===== src/rtl/arb_mux_n.sv =====
// arb_mux_n: N-channel arbitrated multiplexer with a one-entry registered
// output stage. Each input channel and the output use a valid/ready handshake.
// An internal arbiter picks the channel: fixed priority (lowest index wins)
// or round-robin starting at a pointer. The pointer moves past the last
// channel that was granted.
module arb_mux_n #(
   parameter int WIDTH    = 32,
   parameter int CHANNELS = 4,
   parameter int RR_MODE  = 1,
   parameter int CW       = (CHANNELS > 1) ? $clog2(CHANNELS) : 1
) (
   input  logic                      clk,
   input  logic                      reset_n,
   input  logic [CHANNELS*WIDTH-1:0] in_data,
   input  logic [CHANNELS-1:0]       in_valid,
   output logic [CHANNELS-1:0]       in_ready,
   output logic [WIDTH-1:0]          out_data,
   output logic [CW-1:0]             out_chan,
   output logic                      out_valid,
   input  logic                      out_ready
);

   logic                r_out_valid;
   logic [WIDTH-1:0]    r_out_data;
   logic [CW-1:0]       r_out_chan;
   logic [CW-1:0]       r_ptr;

   logic                w_can_load;
   logic                w_any;
   logic                w_xfer;
   logic [CHANNELS-1:0] w_upper;
   logic [CHANNELS-1:0] w_req;
   logic [CHANNELS-1:0] w_grant;
   logic [CW-1:0]       w_gnt_idx;
   logic [CW-1:0]       w_ptr_next;
   logic [WIDTH-1:0]    w_sel_data;

   // The output register can take a new word when it is empty, or when it is
   // being drained in this same cycle. This gives back-to-back throughput.
   assign w_can_load = !r_out_valid || out_ready;
   assign w_any      = |in_valid;
   assign w_xfer     = w_any && w_can_load;

   // Requests at or above the round-robin pointer are tried first
   always_comb begin
      // NOTE: every combinational output gets a default before the loop, so no path leaves it unassigned and no latch is inferred.
      w_upper = '0;
      for (int i = 0; i < CHANNELS; i++) begin
         w_upper[i] = in_valid[i] && (CW'(i) >= r_ptr);
      end
   end

   // Round-robin wraps to the full request set when nothing lies above the pointer
   assign w_req = ((RR_MODE != 0) && (|w_upper)) ? w_upper : in_valid;

   // Lowest set bit of w_req; the downward scan lets lower indices overwrite higher ones
   always_comb begin
      w_gnt_idx = '0;
      for (int i = CHANNELS - 1; i >= 0; i--) begin
         if (w_req[i]) begin
            w_gnt_idx = CW'(i);
         end
      end
   end

   // One-hot grant and data select, driven from the winning index
   always_comb begin
      w_grant    = '0;
      w_sel_data = '0;
      for (int i = 0; i < CHANNELS; i++) begin
         if (w_gnt_idx == CW'(i)) begin
            w_grant[i] = w_any;
            w_sel_data = in_data[i*WIDTH +: WIDTH];
         end
      end
   end

   // in_ready is forced low while reset is asserted, even though the register is empty
   assign in_ready = w_grant & {CHANNELS{w_can_load && reset_n}};

   assign w_ptr_next = (w_gnt_idx == CW'(CHANNELS - 1)) ? '0 : w_gnt_idx + 1'b1;

   // Output register and round-robin pointer; on reset, any word held here is discarded
   always_ff @(posedge clk or negedge reset_n) begin
      // NOTE: all state uses non-blocking assignments, so every register samples the values from before the edge.
      if (!reset_n) begin
         r_out_valid <= 1'b0;
         r_out_data  <= '0;
         r_out_chan  <= '0;
         r_ptr       <= '0;
      end else begin
         if (w_xfer) begin
            r_out_valid <= 1'b1;
            r_out_data  <= w_sel_data;
            r_out_chan  <= w_gnt_idx;
            if (RR_MODE != 0) begin
               r_ptr <= w_ptr_next;
            end
         end else if (out_ready) begin
            r_out_valid <= 1'b0;
         end
      end
   end

   assign out_valid = r_out_valid;
   assign out_data  = r_out_data;
   assign out_chan  = r_out_chan;

endmodule


===== config.mk =====
export PLATFORM = sky130hd
export DESIGN_NAME = arb_mux_n
export DESIGN_NICKNAME = d
export VERILOG_FILES = /design/src/rtl/arb_mux_n.sv
export SDC_FILE = /design/constraint.sdc
export NUM_CORES = 1
export LEC_CHECK = 0
export CAP_MARGIN = 5
export CELL_PAD_IN_SITES_DETAIL_PLACEMENT = 1
export CELL_PAD_IN_SITES_GLOBAL_PLACEMENT = 2
export CORE_MARGIN = 8
export CORE_UTILIZATION = 31
export DETAILED_ROUTE_END_ITERATION = 16
export DONT_BUFFER_PORTS = 1
export PLACE_DENSITY_LB_ADDON = 0.1
export SLEW_MARGIN = 20
export SYNTH_ARGS = -nofsm -noshare
export SYNTH_HDL_FRONTEND = slang
export SYNTH_SLANG_ARGS = --single-unit

===== constraint.sdc =====
create_clock -name clk -period 4.8 [get_ports clk]
set_clock_uncertainty 0.2 [all_clocks]
set_input_delay 1.44 -clock clk [delete_from_list [all_inputs] [get_ports clk]]
set_output_delay 1.44 -clock clk [all_outputs]
set_load 0.01 [all_outputs]

# Word level (Yosys, flattened, before mapping)
# Index checks and enable logic that the tools add are counted.
# op_classes
add_sub_neg,1
multipliers,0
n_div,0
n_lt_le_gt_ge,4
n_eq_ne,3
shift,0
muxes,16
bitwise,1
reduce_logical,12
# op_table
cell,n
32-bit 2-to-1 mux,4
2-bit 2-to-1 mux,5
4-bit OR reduction,2
1-bit logical AND,6
1-bit 2-to-1 mux,6
4-bit bitwise AND,1
2-bit equality test (second input constant),2
1-bit by 2-bit greater-or-equal comparator with 1-bit output (first input constant),2
2-bit greater-or-equal comparator (first input constant),2
4-bit 2-to-1 mux,1
2-bit by 1-bit adder with 2-bit output (second input constant),1
2-bit by 1-bit equality test with 1-bit output (second input constant),1
2-bit logical NOT,1
2-bit nonzero test,1
1-bit logical NOT,1
1-bit logical OR,1
# totals
register_bits,37
latch_bits,0
ramBits,0
romBits,0
input_bits,135
output_inout_bits,39
wordCells,41
memories,0

# Longest topological paths before layout
# Gate-level depths: netlist of the first run.
# depth
word_depth,13
mapped_depth,9
depth_no_buf,7

# Least setup slack after synthesis of the first run
# OpenSTA, ideal clock, no wires.
# synth_timing
path_type,input to output
startpoint,input port in_valid[2]
endpoint,output port in_ready[3]
arrival_time_ps,2840
required_time_ps,3160
slack_ps,320
cell_stages,7
path_buffers,2
cell_sequence,mux2i_1 > nor2_1 > nor3_1 > ha_1 > clkbuf_1 > clkbuf_1 > and3_1
# synth_via
elab_chain_cells,10
# synth_lines
element,line,source
start: declaration,15,"input logic [CHANNELS-1:0] in_valid,"
1-bit logical AND,49,w_upper[i] = in_valid[i] && (CW'(i) >= r_ptr);
4-bit OR reduction,54,assign w_req = ((RR_MODE != 0) && (|w_upper)) ? w_upper : in_valid;
4-bit 2-to-1 mux *,54,
2-bit 2-to-1 mux (3 in a row),60,if (w_req[i]) begin
2-bit 2-to-1 mux *,60,
named net w_gnt_idx[0],34,logic [CW-1:0] w_gnt_idx;
2-bit equality test *,71,if (w_gnt_idx == CW'(i)) begin
1-bit 2-to-1 mux *,71,
4-bit bitwise AND *,79,assign in_ready = w_grant & {CHANNELS{w_can_load && reset_n}};
end: declaration,16,"output logic [CHANNELS-1:0] in_ready,"
# Mark *: on every way through the listed nets, which the timed path passes. The rest lies on a longest branch.

# Worst setup path in the final report of the first run
# layout_timing
startpoint,input port in_valid[2]
endpoint,output port in_ready[0]
# layout_via
elab_chain_cells,10
# layout_lines
element,line
1-bit logical AND,49
4-bit OR reduction,54
4-bit 2-to-1 mux,54
2-bit 2-to-1 mux (4 in a row),60
2-bit logical NOT,71
1-bit 2-to-1 mux *,71
4-bit bitwise AND *,79
# Every way passes the cells marked *; elsewhere a longest branch is shown, timed or not.

==> results.txt, run 1 <==
Final ANT Viol Nets - 0
Peak Freq - 242 MHz
post-synthesis cell area - 2720 µm²
Multi-input gate area - 1500 µm²
fin util - 32.9%
crit path DAT - 2500 ps
status - completed
Netlist cell types - 29
Mapped Nets - 474
PD cells - 533 nW/µm²
number of warnings issued by yosys - 0
Flop pwr share - 39.5%
# setup viols final - 0
fraction of layout instances using a drive strength above 1 - 10.2%
Hold Crit Class - flop to flop
Worst-Margin Slew - 914 ps
maxcap violations - 0
most frequent cell after synthesis - a21oi_1
static leakage - 1.10 nW
CTS Root Cell - clkbuf_8
Clock Path Buffers - 2
Die W - 110 µm
initial antenna violation count - 0
RSZ-0062 raised after global routing - no
asr flop ratio synth - 100%
post-synth top area share - 34.0%
Die H - 110 µm
post-DR wirelength/cell - 23.7 µm
vias per cell - 5.98
detailed placement HPWL - 7.01 mm
fillers - 1,047
Final Instance Count excl. Fillers - 421
post-synthesis sequential area ratio - 34.0%
sw frac - 43.5%
Fin Setup TNS - 0 ps
most frequent cells after synthesis - a21oi_1, dfrtp_1, nand2_1, inv_1
number of global-route vias before repair - 2,742
final net count - 451
Setup Buffers After CTS - 0
top_reg_cell synth - dfrtp_1
EDFF count, synth - 0
RD Place Congestion - 0.806
via total after detailed routing - 2,516
CORE AREA - 8640 µm²
CP endpoint kind - output pin
register area - 926 µm²
first-pass GRT wire length - 14.9 mm
crit path max fanout - 6
Worst slew margin - 39.1%
post-cts resize count - 0
Peak VDD IR - 0.126 mV
Seq cells post-synth - 37
total global routing overflow - 0
Layout area overhead - 4.37%
syn avg cell area - 8.12 µm²
final WL - 9.99 mm
antenna diode count - 0
Net Sw Power - 0.658 mW
Int Power - 0.855 mW
largest net degree at the start of global routing - 65
Num CTS Buffers - 5
PnR worst setup slack - 664 ps
Synth area leader - dfrtp_1
Gate power share - 44.3%
H-tree Lvls - 2
top cells by area, synth - dfrtp_1, a221o_1, a21oi_1
Slew Limit Fails - 0
FP Rows - 34
startpoint type of the worst setup path - input port
Final min period - 4140 ps
Final Hold Viols - 0
clock insertion delay at the later pin of the skew report - 290 ps
placed insts - 413
Port Buf Inserts - 0
Req. time, crit path - 3160 ps
CTS clk-pin slew, worst paths - 80 ps
gr usage total - 15.9%
num ports - 174
Mapped Cells - 335
Place WS - 640 ps
period utilisation layout - 86.2%
TritonCTS clock tree - built
CTS sink count - 37
hold bufs inserted after CTS - 0
Initial Util - 31.5%
kind of critical path - input port to output pin
drt drc - 0
initial drt markers - 137
drt first pass iters - 4
Clk pwr share - 16.2%
full die area - 12,000 µm²
==> kinds of logic (layout without fill, tap and decap cells) <==
kind of cell,Yosys count,after routing,synth area share (%)
DFF,37,37,34.0
AOI/OAI and AO/OA,137,137,34.5
buffers and inverters,70,48,11.1
adders and majority gates,4,4,1.84
and+or+nand+nor,85,85,17.7
muxes,2,2,0.782
==> stage by stage <==
step           total power [mW]  hold WS (ps)  cell area [µm²]
2_1_floorplan              1.12           346             2720
4_1_cts                    1.54           432             2840
6_report                   1.51           416             2840
3_3_place_gp               1.27           409             2740
5_1_grt                    1.64           456             2840
3_5_place_dp               1.29           408             2740
==> critical path, stage by stage <==
cell and delay, ps:
nor2b_1 110, a221oi_1 370, or2_2 200, ha_1 150, and3_1 220
==> final timing paths <==
| kind | start | end | slack (ps) | cells past startpoint |
|---|---|---|---|---|
| setup / recovery | in_valid[2] | in_ready[0] | 660 | 5 |
| hold / removal | out_chan[1]$_DFFE_PN0P_ | out_chan[1]$_DFFE_PN0P_ | 420 | 2 |
| setup reg to reg | r_ptr[1]$_DFFE_PN0P_ | out_data[30]$_DFFE_PN0P_ | 2020 | 8 |
| hold reg to reg | out_chan[1]$_DFFE_PN0P_ | out_chan[1]$_DFFE_PN0P_ | 420 | 2 |
| max in group asynchronous | reset_n | out_data[31]$_DFFE_PN0P_ | 3680 | 0 |
| min in group asynchronous | reset_n | out_valid$_DFFE_PN0P_ | 640 | 0 |
==> routing by layer <==
metal / vias to the layer above / global-route usage, % / part of all wire (%)
met4: 0 / 4.05 / 1.2
met3: 9 / 6.62 / 11
met1: 1210 / 18.7 / 40
li1: 1177 / - / -
met5: - / 0 / 0
met2: 120 / 26.2 / 48
==> final cells by class <==
type	count	share of cell area (%)
sequential	37	32.6
tap	108	4.76
clock buffer	7	3.39
timing repair buffer	6	1.59
clock inverter	1	0.176
multi-input combinational	228	53.0
inverter	34	4.50
==> power groups by stage <==
stage | combinational (mW) | sequential, mW | clock (mW)
6_report | 0.671 | 0.598 | 0.245
5_1_grt | 0.750 | 0.617 | 0.270
4_1_cts | 0.680 | 0.606 | 0.256
3_5_place_dp | 0.679 | 0.611 | 0
3_3_place_gp | 0.663 | 0.611 | 0
2_1_floorplan | 0.561 | 0.562 | 0
==> flip-flops by register name, summed over array words and instances, names as in the netlist <==
name	flops
out_valid	1
out_chan	2
r_ptr	2
out_data	32
==> placed cells by master (no fill, tap or decap), drive strengths merged <==
master / n
nor3: 1
a31oi: 32
mux2i: 1
o41ai: 1
a221oi: 1
nand3b: 32
buf: 6
a221o: 32
clkinv: 1
o21ai: 3
dfrtp: 37
nor2: 4
o31ai: 1
nor2b: 2
a21oi: 66
or4: 1
inv: 34
or2: 1
nor4: 1
mux2: 1
clkbuf: 7
o41a: 1
nand2b: 3
ha: 4
and3: 4
nand2: 35
or3: 1
Note: power is estimated with default switching activity, not from simulation.
==> run 2: changes to the inputs <==
--- a/config.mk
+++ b/config.mk
@@ -12,6 +12,8 @@
 export CORE_UTILIZATION = 31
 export DETAILED_ROUTE_END_ITERATION = 16
 export DONT_BUFFER_PORTS = 1
+export GPL_ROUTABILITY_DRIVEN = 0
+export HOLD_SLACK_MARGIN = 0.05
 export PLACE_DENSITY_LB_ADDON = 0.1
 export SLEW_MARGIN = 20
 export SYNTH_ARGS = -nofsm -noshare
==> results of run 2 <==
The final DEF is identical to that of run 1; final timing and power are the same.
